### src/rtl/adc_eth_pkg.sv
// Shared types and framing constants for the ADC-to-Ethernet burst path.
package adc_eth_pkg;

    typedef enum logic [2:0] {
        ST_IDLE    = 3'd0,
        ST_HEADER  = 3'd1,
        ST_DATA    = 3'd2,
        ST_TRAILER = 3'd3,
        ST_GAP     = 3'd4
    } state_e;

    localparam logic [7:0] HDR_MAGIC = 8'hA5;
    localparam logic [7:0] TRL_MAGIC = 8'h5A;

    localparam int unsigned MAGIC_LSB = 24;
    localparam int unsigned CH_LSB    = 16;
    localparam int unsigned FIELD_LSB = 0;

    function automatic logic [31:0] frame_word(input logic [7:0]  magic,
                                               input logic [7:0]  ch,
                                               input logic [15:0] field);
        logic [31:0] w;
        w = '0;
        w[MAGIC_LSB +: 8]  = magic;
        w[CH_LSB    +: 8]  = ch;
        w[FIELD_LSB +: 16] = field;
        return w;
    endfunction

endpackage

### src/rtl/rr_arbiter.sv
// Combinational rotating-priority picker: first set req bit at or after ptr.
module rr_arbiter #(
    parameter int N_CH  = 4,
    parameter int IDX_W = 2
) (
    input  logic [N_CH-1:0]  req,
    input  logic [IDX_W-1:0] ptr,
    output logic [IDX_W-1:0] gnt_idx,
    output logic             any_gnt
);

    logic [IDX_W:0] idx;

    always_comb begin
        gnt_idx = '0;
        any_gnt = 1'b0;
        idx     = '0;
        for (int unsigned i = 0; i < N_CH; i++) begin
            idx = {1'b0, ptr} + (IDX_W+1)'(i);
            if (idx >= (IDX_W+1)'(N_CH)) begin
                idx = idx - (IDX_W+1)'(N_CH);
            end
            if (!any_gnt && req[idx[IDX_W-1:0]]) begin
                any_gnt = 1'b1;
                gnt_idx = idx[IDX_W-1:0];
            end
        end
    end

endmodule

### src/rtl/eth_burst_arbiter.sv
// Round-robin packet sequencer draining full FWFT capture FIFOs into one TX stream.
module eth_burst_arbiter #(
    parameter int N_CH      = 4,
    parameter int DW        = 32,
    parameter int BURST_LEN = 256,
    parameter int GAP_CYC   = 4
) (
    input  logic               clk,
    input  logic               rstn,
    input  logic               enable,
    input  logic [N_CH-1:0]    fifo_full,
    input  logic [N_CH-1:0]    fifo_empty,
    input  logic [N_CH*DW-1:0] fifo_dout,
    output logic [N_CH-1:0]    fifo_rd_en,
    output logic [DW-1:0]      tx_data,
    output logic               tx_valid,
    output logic               tx_last,
    input  logic               tx_ready,
    output logic               busy,
    output logic [3:0]         grant_ch,
    output logic [2:0]         state
);

    import adc_eth_pkg::*;

    localparam int          IDX_W      = $clog2(N_CH);
    localparam logic [15:0] BURST_LAST = 16'(BURST_LEN);
    localparam logic [15:0] GAP_LAST   = 16'((GAP_CYC > 0) ? GAP_CYC - 1 : 0);

    state_e                 state_q, state_d;
    logic [IDX_W-1:0]       grant_q, grant_d;
    logic [IDX_W-1:0]       rr_ptr_q, rr_ptr_d;
    logic [15:0]            cnt_q, cnt_d;
    logic [15:0]            gap_q, gap_d;
    logic [N_CH-1:0][15:0]  seq_q, seq_d;

    logic [N_CH-1:0]        ready;
    logic [IDX_W-1:0]       arb_idx;
    logic                   arb_any;
    logic [DW-1:0]          dout_a [N_CH];

    for (genvar c = 0; c < N_CH; c++) begin : g_dout
        assign dout_a[c] = fifo_dout[c*DW +: DW];
    end

    assign ready = fifo_full & ~fifo_empty;

    rr_arbiter #(
        .N_CH  (N_CH),
        .IDX_W (IDX_W)
    ) u_rr (
        .req     (ready),
        .ptr     (rr_ptr_q),
        .gnt_idx (arb_idx),
        .any_gnt (arb_any)
    );

    always_ff @(posedge clk) begin
        if (!rstn) begin
            state_q  <= ST_IDLE;
            grant_q  <= '0;
            rr_ptr_q <= '0;
            cnt_q    <= '0;
            gap_q    <= '0;
            seq_q    <= '0;
        end else begin
            state_q  <= state_d;
            grant_q  <= grant_d;
            rr_ptr_q <= rr_ptr_d;
            cnt_q    <= cnt_d;
            gap_q    <= gap_d;
            seq_q    <= seq_d;
        end
    end

    always_comb begin
        state_d    = state_q;
        grant_d    = grant_q;
        rr_ptr_d   = rr_ptr_q;
        cnt_d      = cnt_q;
        gap_d      = gap_q;
        seq_d      = seq_q;
        fifo_rd_en = '0;
        tx_valid   = 1'b0;
        tx_last    = 1'b0;
        tx_data    = '0;

        unique case (state_q)
            ST_IDLE: begin
                if (enable && arb_any) begin
                    grant_d  = arb_idx;
                    rr_ptr_d = (arb_idx == IDX_W'(N_CH - 1)) ? '0 : arb_idx + 1'b1;
                    state_d  = ST_HEADER;
                end
            end
            ST_HEADER: begin
                tx_valid      = 1'b1;
                tx_data[31:0] = frame_word(HDR_MAGIC, 8'(grant_q), seq_q[grant_q]);
                if (tx_ready) begin
                    cnt_d   = '0;
                    state_d = ST_DATA;
                end
            end
            ST_DATA: begin
                // FWFT: an empty granted FIFO ends the burst early, possibly with zero words
                tx_valid = ~fifo_empty[grant_q];
                tx_data  = dout_a[grant_q];
                if (tx_valid && tx_ready) begin
                    fifo_rd_en[grant_q] = 1'b1;
                    cnt_d               = cnt_q + 16'd1;
                    if (cnt_d == BURST_LAST) begin
                        state_d = ST_TRAILER;
                    end
                end else if (!tx_valid) begin
                    state_d = ST_TRAILER;
                end
            end
            ST_TRAILER: begin
                tx_valid      = 1'b1;
                tx_last       = 1'b1;
                tx_data[31:0] = frame_word(TRL_MAGIC, 8'(grant_q), cnt_q);
                if (tx_ready) begin
                    seq_d[grant_q] = seq_q[grant_q] + 16'd1;
                    gap_d          = '0;
                    state_d        = (GAP_CYC == 0) ? ST_IDLE : ST_GAP;
                end
            end
            ST_GAP: begin
                if (gap_q == GAP_LAST) begin
                    state_d = ST_IDLE;
                end else begin
                    gap_d = gap_q + 16'd1;
                end
            end
            default: state_d = ST_IDLE;
        endcase
    end

    assign busy     = (state_q != ST_IDLE);
    assign grant_ch = 4'(grant_q);
    assign state    = state_q;

endmodule

### config.mk
export PLATFORM = sky130hd
export DESIGN_NAME = eth_burst_arbiter
export DESIGN_NICKNAME = d
export VERILOG_FILES = /design/src/rtl/adc_eth_pkg.sv /design/src/rtl/rr_arbiter.sv /design/src/rtl/eth_burst_arbiter.sv
export SDC_FILE = /design/constraint.sdc
export NUM_CORES = 1
export LEC_CHECK = 0
export BUFFER_PORTS_ARGS = -buffer_cell sky130_fd_sc_hd__buf_2
export CORE_UTILIZATION = 56
export DETAILED_ROUTE_END_ITERATION = 8
export PLACE_DENSITY = 0.87
export SLEW_MARGIN = 30
export SYNTH_ARGS = -nofsm -noshare
export SYNTH_HDL_FRONTEND = slang
export SYNTH_HIERARCHICAL = 1
export SYNTH_SLANG_ARGS = --single-unit
### constraint.sdc
create_clock -name clk -period 5.6 [get_ports clk]
set_input_delay 1.68 -clock clk [delete_from_list [all_inputs] [get_ports clk]]
set_output_delay 1.68 -clock clk [all_outputs]
set_load 0.05 [all_outputs]
==> out/metrics.csv, run 1 <==
stage;metric;value;unit
yosys;synth-compound-area-share;18.3;%
detailed_routing;drc;0;
yosys;synth_top_family_by_area;multiplexers;
yosys;avgSynthCellArea;9.09;um2
yosys;synth_xor_area_share;3.51;%
place;dp.final_hpwl;13200;um
yosys;ys.flop_type;dfxtp_1;
grt;grt_usage;30.4;%
final_layout;final_common_cell;buf_2;
floorplan;die_area;0.0120;mm2
grt;grt_pass1_vias;5857;
clock_network;cts.repair.resized;0;
timing;finalCritPeriodShare;87.9;%
clock_network;cts-hold-fix-buffers;0;
pwr;powerDensity;234;mW/mm2
timing;slew_headroom;42.9;%
clock_network;tritoncts;yes;
run_status;outcome;complete, no violations;
clock_network;numClockSinks;103;
yosys;ys_warn_count;6;
yosys;synth-edff-count;0;
floorplan;fp.dieH;110;um
timing;final.setup.tns;0;ps
place;gp_congestion;0.838;
place;post-place-ws;686;ps
yosys;synthSimpleGateAreaFrac;19.9;%
yosys;synth.distinct_cells;61;
yosys;synth_mux_area_share;20.9;%
clock_network;clk_path_buf_depth;2;
yosys;synthArstFlopShare;0;%
detailed_routing;via_count;6309;
yosys;ys_seq_area_share;31.8;%
yosys;synthAdderAreaFrac;0.964;%
grt;grt_max_degree;65;
yosys;synthCells;714;
floorplan;core_area;0.0111;mm2
pwr;p_seq_share;42.4;%
timing;tightest_slew;856;ps
setup_path;crit_path_end_kind;output pin;
setup_path;required;3920;ps
final_layout;syn_to_final_growth;19.3;%
clock_network;cts-buffers-inserted;9;
timing;rsz0062_at_grt;no;
detailed_routing;routed_via_density;6.27;
timing;fin_crit;4920;ps
floorplan;io_pins;186;
min_path;hp-class;reg -> reg;
pwr;p_leak;3.34;nW
timing;setup_viol;0;
floorplan;fp.dieW;110;um
final_layout;multiInputGateArea;0.00415;mm2
final_layout;layout.nets;1006;
timing;hold_viol_final;0;
pwr;combPwrFrac;21.8;%
detailed_routing;dr.pass1.iters;5;
clock_network;cts_root_buf;clkbuf_16;
final_layout;fillers;872;
final_layout;antenna_cells;0;
detailed_routing;ant_nets;0;
setup_path;path_class;in -> out;
pwr;clkPwrFrac;35.8;%
yosys;synth_seq_cells;103;
pwr;ir_drop;0.000187;V
clock_network;htree_num_levels;3;
timing;setup_ws;677;ps
clock_network;cts_setup_buffers;0;
pwr;internal-power;0.00124;W
timing;fmax;203;MHz
pwr;p_total;0.00181;W
setup_path;worstPathArrival;3240;ps
setup_path;cp_max_fo;5;
run;max_cap_violations;0;
floorplan;core.rowCount;38;
detailed_routing;route.detailed.wl_per_inst;18.4;um
final_layout;ff_latch_area;0.00207;mm2
clock_network;clk_latency;340;ps
grt;grt_overflow_total;0;
grt;grt_pass1_wl;28200;um
grt;antenna_found_initial;0;
clock_network;clk_pin_slew;70;ps
detailed_routing;totalWireLength;18500;um
setup_path;timing.critical_path.from_type;input port;
timing;final_max_slew_viol_count;0;
final_layout;layout_common_cells;buf_2, dfxtp_1, o21ai_0, nand2_1, a21oi_1;
detailed_routing;drt_iter0_drc;500;
final_layout;drive_gt1_share;33.1;%
place;io_buffers;183;
pwr;switching_share;31.3;%
yosys;syn-cell-area;0.00649;mm2
timing;clock_skew;8.11;ps
floorplan;start_util;58.6;%
setup_path;reg2reg_slack;2210;ps
pwr;switching_power;0.000566;W
flip-flops by register name (all words and copies together) (netlist names):
register,cells
cnt_q,16
seq_q,64
state,3
rr_ptr_q,2
gap_q,16
grant_q,2
synth_stat cells, drive strengths merged, types with 13 or more instances:
cell type / number / share of area [%]
nor4: 13 / 1.5
buf: 17 / 1.6
nand3: 21 / 1.7
o211a: 24 / 3.7
a22oi: 18 / 2.1
mux4: 48 / 17
nand2: 63 / 3.6
nor2: 57 / 3.3
nor2b: 26 / 2.5
mux2: 16 / 2.8
clkbuf: 42 / 2.4
o21ai: 64 / 4.9
dfxtp: 103 / 32
a21oi: 63 / 4.9
xnor2: 18 / 2.4
critical path, cell delays in order:
cell and delay, ps:
buf_2 100, mux4_2 520, or3_1 480, nor3_1 170, buf_2 290
worst paths after layout:
check                     start  cells after the start       endpoint
setup / recovery  fifo_empty[3]                      5  fifo_rd_en[0]
hold / removal        seq_q[52]                      1      seq_q[52]
setup reg to reg       state[0]                      6      gap_q[10]
hold reg to reg       seq_q[52]                      1      seq_q[52]
power by group through the flow:
stage / registers (W) / clock network, W / logic (W)
finish: 0.000767 / 0.000648 / 0.000395
global route: 0.000770 / 0.000674 / 0.000420
CTS: 0.000767 / 0.000650 / 0.000394
detailed placement: 0.000784 / 0 / 0.000393
global placement: 0.000784 / 0 / 0.000388
floorplan: 0.000774 / 0 / 0.000283
cell type report:
type	count	share of cell area [%]
Sequential cell	103	26.7
Clock inverter	6	1.00
Tap cell	140	2.26
Multi-Input combinational cell	542	53.6
Timing Repair Buffer	194	12.9
Inverter	11	0.533
Clock buffer	10	2.96
layer usage:
metal / vias up / track usage, % / part of all wire (%)
met3: 36 / 4.51 / 9.3
li1: 2935 / - / -
met1: 2983 / 37.4 / 39
met2: 355 / 52.8 / 49
met4: 0 / 13.4 / 2.6
met5: - / 0 / 0
stage by stage:
stage	utilization (%)	cells	instance area, um2	hold WS (ps)
3_3_place_gp	67.0	990	7420	474
4_1_cts	69.9	1006	7740	499
2_1_floorplan	-	715	6490	464
5_1_grt	69.9	1006	7740	517
6_report	69.9	1006	7740	496
3_5_place_dp	67.1	990	7430	482
cell families after synthesis:
kind of cell | Yosys count
AND/OR/NAND/NOR | 245
AO/OA/AOI/OAI | 191
flip-flops | 103
multiplexers | 73
buffers and inverters | 70
XOR/XNOR | 26
adder cells (fa/ha/maj) | 5
other | 1
Power figures use the tool's default switching activity.
==> inputs of run 2 (changes only) <==
--- a/config.mk
+++ b/config.mk
@@ -6,11 +6,13 @@
 export NUM_CORES = 1
 export LEC_CHECK = 0
 export BUFFER_PORTS_ARGS = -buffer_cell sky130_fd_sc_hd__buf_2
-export CORE_UTILIZATION = 56
+export CORE_UTILIZATION = 53
 export DETAILED_ROUTE_END_ITERATION = 8
-export PLACE_DENSITY = 0.87
+export PLACE_DENSITY = 0.83
+export SETUP_SLACK_MARGIN = 0.2
 export SLEW_MARGIN = 30
 export SYNTH_ARGS = -nofsm -noshare
 export SYNTH_HDL_FRONTEND = slang
 export SYNTH_HIERARCHICAL = 1
 export SYNTH_SLANG_ARGS = --single-unit
+export TNS_END_PERCENT = 10
==> constraint.sdc (replaced) <==
create_clock -name clk -period 5.4 [get_ports clk]
set_input_delay 1.62 -clock clk [delete_from_list [all_inputs] [get_ports clk]]
set_output_delay 1.62 -clock clk [all_outputs]
set_load 0.05 [all_outputs]
==> run 2 against run 1 <==
  * Cell count up 0.89%
  * Die area up 5.6%
  * Sequential cell count unchanged
  * Sequential power is 3.8% higher
  * Total power increased by 2.8%
  * Worst setup slack lost 110 ps
  * Sequential share of layout area is essentially flat
  * Non-clock buffer count rose by 2
  * Clock skew is essentially flat
  * Register-to-register slack got worse by 80 ps
  * Critical endpoint unchanged
==> out/metrics.csv, run 2 (synthesis gave the netlist of run 1 again) <==
stage;metric;value;unit;change
detailed_routing;dr.pass1.iters;5;;unchanged
final_layout;drive_gt1_share;33.2;%;+0.039 points
run_status;outcome;complete, no violations;;
setup_path;crit_chain;buf_2 > mux4_2 > or3_1 > nor3_2 > buf_2;;
detailed_routing;drc;0;;unchanged
setup_path;path_class;in -> out;;
grt;grt_usage;28.8;%;-1.6 points
clock_network;clk_pin_slew;70;ps;about the same
setup_path;critical_path_buf_inv_count;2;;unchanged
grt;grt_pass1_wl;28900;um;+2.1%
floorplan;die_area;0.0127;mm2;+5.6%
timing;finalCritPeriodShare;89.6;%;
timing;slew_headroom;38.5;%;-4.4 points
setup_path;timing.critical_path.from_type;input port;;
clock_network;cts_root_buf;clkbuf_16;;
detailed_routing;route.detailed.wl_per_inst;17.9;um;-2.5%
setup_path;critPathSlowestCell;mux4_2;;
place;dp.final_hpwl;12900;um;-1.9%
grt;antenna_found_initial;0;;unchanged
setup_path;worstPathArrival;3220;ps;-20 ps
detailed_routing;routed_via_density;6.16;;-1.7%
timing;tightest_slew;922;ps;+65.9 ps
clock_network;cts_setup_buffers;0;;unchanged
floorplan;fp.dieW;113;um;+2.7%
pwr;powerDensity;240;mW/mm2;+2.8%
setup_path;cp_common_cell;buf_2;;
final_layout;reg.largest.list;seq_q (64), cnt_q (16), gap_q (16);;
timing;rsz0062_at_grt;no;;
setup_path;cp_max_fo;5;;unchanged
floorplan;io_pins;186;;unchanged
timing;clock_skew;7.67;ps;-0.446 ps
place;dp_cells;999;;+0.91%
setup_path;required;3780;ps;-140 ps
detailed_routing;totalWireLength;18200;um;-1.6%
pwr;p_leak;3.35;nW;+0.28%
clock_network;numClockSinks;103;;unchanged
final_layout;antenna_cells;0;;unchanged
clock_network;cts-buffers-inserted;9;;unchanged
pwr;ir_drop;0.000144;V;-23%
timing;fin_crit;4840;ps;
grt;grt_pass1_vias;5767;;-1.5%
grt;grt_overflow_total;0;;unchanged
setup_path;cp_top_family;simple AND/OR/NAND/NOR gates;;
place;io_buffers;183;;unchanged
floorplan;core.rowCount;40;;+5.3%
run;max_cap_violations;0;;unchanged
detailed_routing;ant_nets;0;;unchanged
clock_network;tritoncts;yes;;
floorplan;core_area;0.0120;mm2;+8.0%
final_layout;final_common_cell;buf_2;;
place;gp_congestion;0.879;;+5.0%
clock_network;cts.repair.resized;0;;unchanged
final_layout;syn_to_final_growth;19.3;%;about the same
final_layout;layout.nets;1008;;+0.20%
final_layout;top_register;seq_q;;
floorplan;start_util;54.3;%;-4.3 points
clock_network;htree_num_levels;3;;unchanged
timing;hold_viol_final;0;;unchanged
floorplan;fp.dieH;113;um;+2.7%
clock_network;clk_path_buf_depth;2;;unchanged
timing;fmax;207;MHz;
timing;setup_viol;0;;unchanged
setup_path;crit_path_end_kind;output pin;;
setup_path;cp_slowest_stage_delay;520;ps;about the same
final_layout;fin_cells;1015;;+0.89%
detailed_routing;via_count;6255;;-0.86%
timing;final.setup.tns;0;ps;unchanged
clock_network;clk_latency;350;ps;about the same
grt;grt_max_degree;59;;-9.2%
final_layout;layout_common_cells;buf_2, dfxtp_1, o21ai_0, nand2_1, a21oi_1;;
detailed_routing;drt_iter0_drc;490;;-2.0%
min_path;hp-class;reg -> reg;;
final_layout;largest_reg_flops;64;;unchanged
timing;final_max_slew_viol_count;0;;unchanged
clock_network;cts-hold-fix-buffers;0;;unchanged
## run 2: cell count changes in the layout (fill, tap and decap cells not counted), sizes merged
cell      change
clkbuf        -1
buf           +2
clkinvlp      +1
inv           +1
bufinv        -1
## run 2: power by group
part	internal [W]	switching, W
registers	0.000767	0.0000282
logic	0.000155	0.000257
clock network	0.000329	0.000326
total	0.00125	0.000611
## run 2: worst paths after layout
check	from	to	slack [ps]	cells after the start
worst min register to register	seq_q[36]	seq_q[36]	500	1
worst max register to register	state[0]	gap_q[12]	2130	6
worst min-delay path	seq_q[36]	seq_q[36]	500	1
worst max-delay path	fifo_empty[3]	fifo_rd_en[0]	560	5
## run 2: layout make-up
| type | count | area [um2] |
|---|---|---|
| Clock buffer | 9 | 225 |
| Clock inverter | 7 | 75.1 |
| Fill cell | 966 | 4220 |
| Inverter | 11 | 41.3 |
| Multi-Input combinational cell | 542 | 4140 |
| Sequential cell | 103 | 2070 |
| Tap cell | 147 | 184 |
| Timing Repair Buffer | 196 | 1010 |
## run 2: per-layer routing
metal	part of all wire, %	track usage (%)
met3	7.3	4.10
met1	40	36.1
met5	0	0
met2	49	49.8
met4	2.7	12.3
## run 2: metrics by stage
| stage | total power, W | utilization (%) | hold WS (ps) | setup slack [ps] | instance area [um2] |
|---|---|---|---|---|---|
| 5_1_grt | 0.00192 | 64.8 | 514 | 534 | 7750 |
| 3_5_place_dp | 0.00122 | 62.2 | 483 | 572 | 7450 |
| 2_1_floorplan | 0.00110 | - | 464 | 324 | 6500 |
| 3_3_place_gp | 0.00122 | 62.2 | 476 | 615 | 7450 |
| 4_1_cts | 0.00187 | 64.8 | 500 | 567 | 7750 |
| 6_report | 0.00186 | 64.8 | 497 | 563 | 7750 |
==> inputs of run 3 (changes only) <==
--- a/config.mk
+++ b/config.mk
@@ -8,6 +8,7 @@
 export BUFFER_PORTS_ARGS = -buffer_cell sky130_fd_sc_hd__buf_2
 export CORE_UTILIZATION = 53
 export DETAILED_ROUTE_END_ITERATION = 8
+export GPL_ROUTABILITY_DRIVEN = 0
 export PLACE_DENSITY = 0.83
 export SETUP_SLACK_MARGIN = 0.2
 export SLEW_MARGIN = 30
==> constraint.sdc (replaced) <==
create_clock -name clk -period 5.4 [get_ports clk]
set_input_delay 0.54 -clock clk [delete_from_list [all_inputs] [get_ports clk]]
set_output_delay 0.54 -clock clk [all_outputs]
set_load 0.05 [all_outputs]
==> run 3 against run 2 <==
  * Global-route usage is 0.35 points lower
  * Non-clock buffer count is 3 lower
  * Critical path depth is 1 higher
  * Sequential power hardly changed
  * Cell area is 0.31% lower
  * Clock skew is 1.2 ps higher
  * Sequential cell count stayed put
  * Total power is 0.41% higher
==> out/metrics.csv, run 3 (synthesis gave the netlist of run 1 again) <==
stage;metric;value;unit;change
clock_network;clk_pin_slew;70;ps;about the same
pwr;p_leak;3.33;nW;-0.48%
timing;setup_viol;0;;unchanged
place;dp.final_hpwl;12800;um;-1.4%
timing;fin_crit;3670;ps;-1160 ps
detailed_routing;drt_iter0_drc;378;;-23%
min_path;hp-class;reg -> reg;;
timing;finalCritPeriodShare;68.0;%;-22 points
grt;grt_overflow_total;0;;unchanged
clock_network;cts.repair.resized;0;;unchanged
final_layout;top_register;seq_q;;
grt;antenna_found_initial;0;;unchanged
run;max_cap_violations;0;;unchanged
setup_path;cp_max_fo;35;;+30
clock_network;cts-buffers-inserted;9;;unchanged
final_layout;antenna_cells;0;;unchanged
floorplan;start_util;54.3;%;unchanged
timing;rsz0062_at_grt;no;;
final_layout;final_util;64.6;%;-0.20 points
setup_path;path_class;reg -> out;;
floorplan;fp.dieW;113;um;unchanged
final_layout;fin_cells;1012;;-0.30%
setup_path;worstPathArrival;3130;ps;-90 ps
grt;grt_pass1_wl;28400;um;-1.7%
setup_path;required;4860;ps;+1080 ps
grt;grt_pass1_vias;5704;;-1.1%
setup_path;timing.critical_path.from_type;flop;;
clock_network;clk_latency;340;ps;about the same
run_status;outcome;complete, no violations;;
detailed_routing;dr.pass1.iters;5;;unchanged
timing;tightest_slew;911;ps;-10.9 ps
final_layout;layout.nets;1005;;-0.30%
detailed_routing;route.detailed.wl_per_inst;18.2;um;+1.2%
detailed_routing;via_count;6281;;+0.42%
timing;final.setup.tns;0;ps;unchanged
floorplan;fp.dieH;113;um;unchanged
timing;holdWs;500;ps;+2.89 ps
pwr;powerDensity;242;mW/mm2;+0.72%
final_layout;layout_common_cells;buf_2, dfxtp_1, o21ai_0, nand2_1, a21oi_1;;
floorplan;core_area;0.0120;mm2;unchanged
final_layout;largest_reg_flops;64;;unchanged
place;dp_cells;996;;-0.30%
clock_network;cts_setup_buffers;0;;unchanged
timing;final_max_slew_viol_count;0;;unchanged
timing;fmax;272;MHz;+32%
clock_network;numClockSinks;103;;unchanged
clock_network;cts-hold-fix-buffers;0;;unchanged
floorplan;core.rowCount;40;;unchanged
detailed_routing;totalWireLength;18400;um;+0.95%
detailed_routing;drc;0;;unchanged
final_layout;reg.largest.list;seq_q (64), cnt_q (16), gap_q (16);;
detailed_routing;ant_nets;0;;unchanged
setup_path;crit_path_end_kind;output pin;;
grt;grt_max_degree;58;;-1.7%
clock_network;clk_path_buf_depth;2;;unchanged
clock_network;htree_num_levels;3;;unchanged
final_layout;drive_gt1_share;32.9;%;-0.23 points
clock_network;tritoncts;yes;;
place;io_buffers;183;;unchanged
clock_network;cts_root_buf;clkbuf_16;;
floorplan;die_area;0.0127;mm2;unchanged
final_layout;syn_to_final_growth;19.0;%;
floorplan;io_pins;186;;unchanged
pwr;p_total;0.00187;W;+0.41%
timing;slew_headroom;39.2;%;+0.73 points
timing;clock_skew;8.90;ps;+1.23 ps
timing;hold_viol_final;0;;unchanged
pwr;ir_drop;0.000146;V;+0.85%
detailed_routing;routed_via_density;6.21;;+0.71%
final_layout;final_common_cell;buf_2;;
grt;grt_usage;28.5;%;-0.35 points
## run 3: area by class of cell
type                    count  area [um2]
clock inverters             7        77.6
well taps                 147         184
clock buffers               9         225
flip-flops and latches    103        2070
fillers                   954        4240
multi-input cells         542        4140
repair buffers            193         991
inverters                  11        41.3
## run 3: critical path: stages (launching register included)
cell,delay (ps)
dfxtp_4,630
buf_4,590
mux4_1,780
mux2_2,340
a22oi_1,160
nor2_1,60
buf_2,220
## run 3: metal layers
layer,global-route usage [%],part of all wire [%],vias up
li1,-,-,2939
met1,35.1,39,2979
met5,0,0,-
met4,13.1,3.4,0
met3,4.86,8.2,48
met2,48.7,49,315
## run 3: worst paths after layout
path                    from         end  slack, ps  cells after the start
setup / recovery  grant_q[0]  tx_data[4]       1730                      6
setup reg to reg    state[0]   seq_q[33]       2070                      6
hold reg to reg    seq_q[32]   seq_q[32]        500                      1
hold / removal     seq_q[32]   seq_q[32]        500                      1
## run 3: per-stage QoR
stage	setup slack (ps)	instance area [um2]
after floorplan	1640	6490
after global placement	1890	7420
after detailed placement	1830	7420
after CTS	1440	7720
after global routing	1470	7720
final	1730	7720
## run 3: power by group
group / internal, W / switching [W] / leakage [nW]
Sequential: 0.000768 / 0.0000280 / 0.832
Combinational: 0.000154 / 0.000253 / 2.36
Clock: 0.000366 / 0.000302 / 0.147
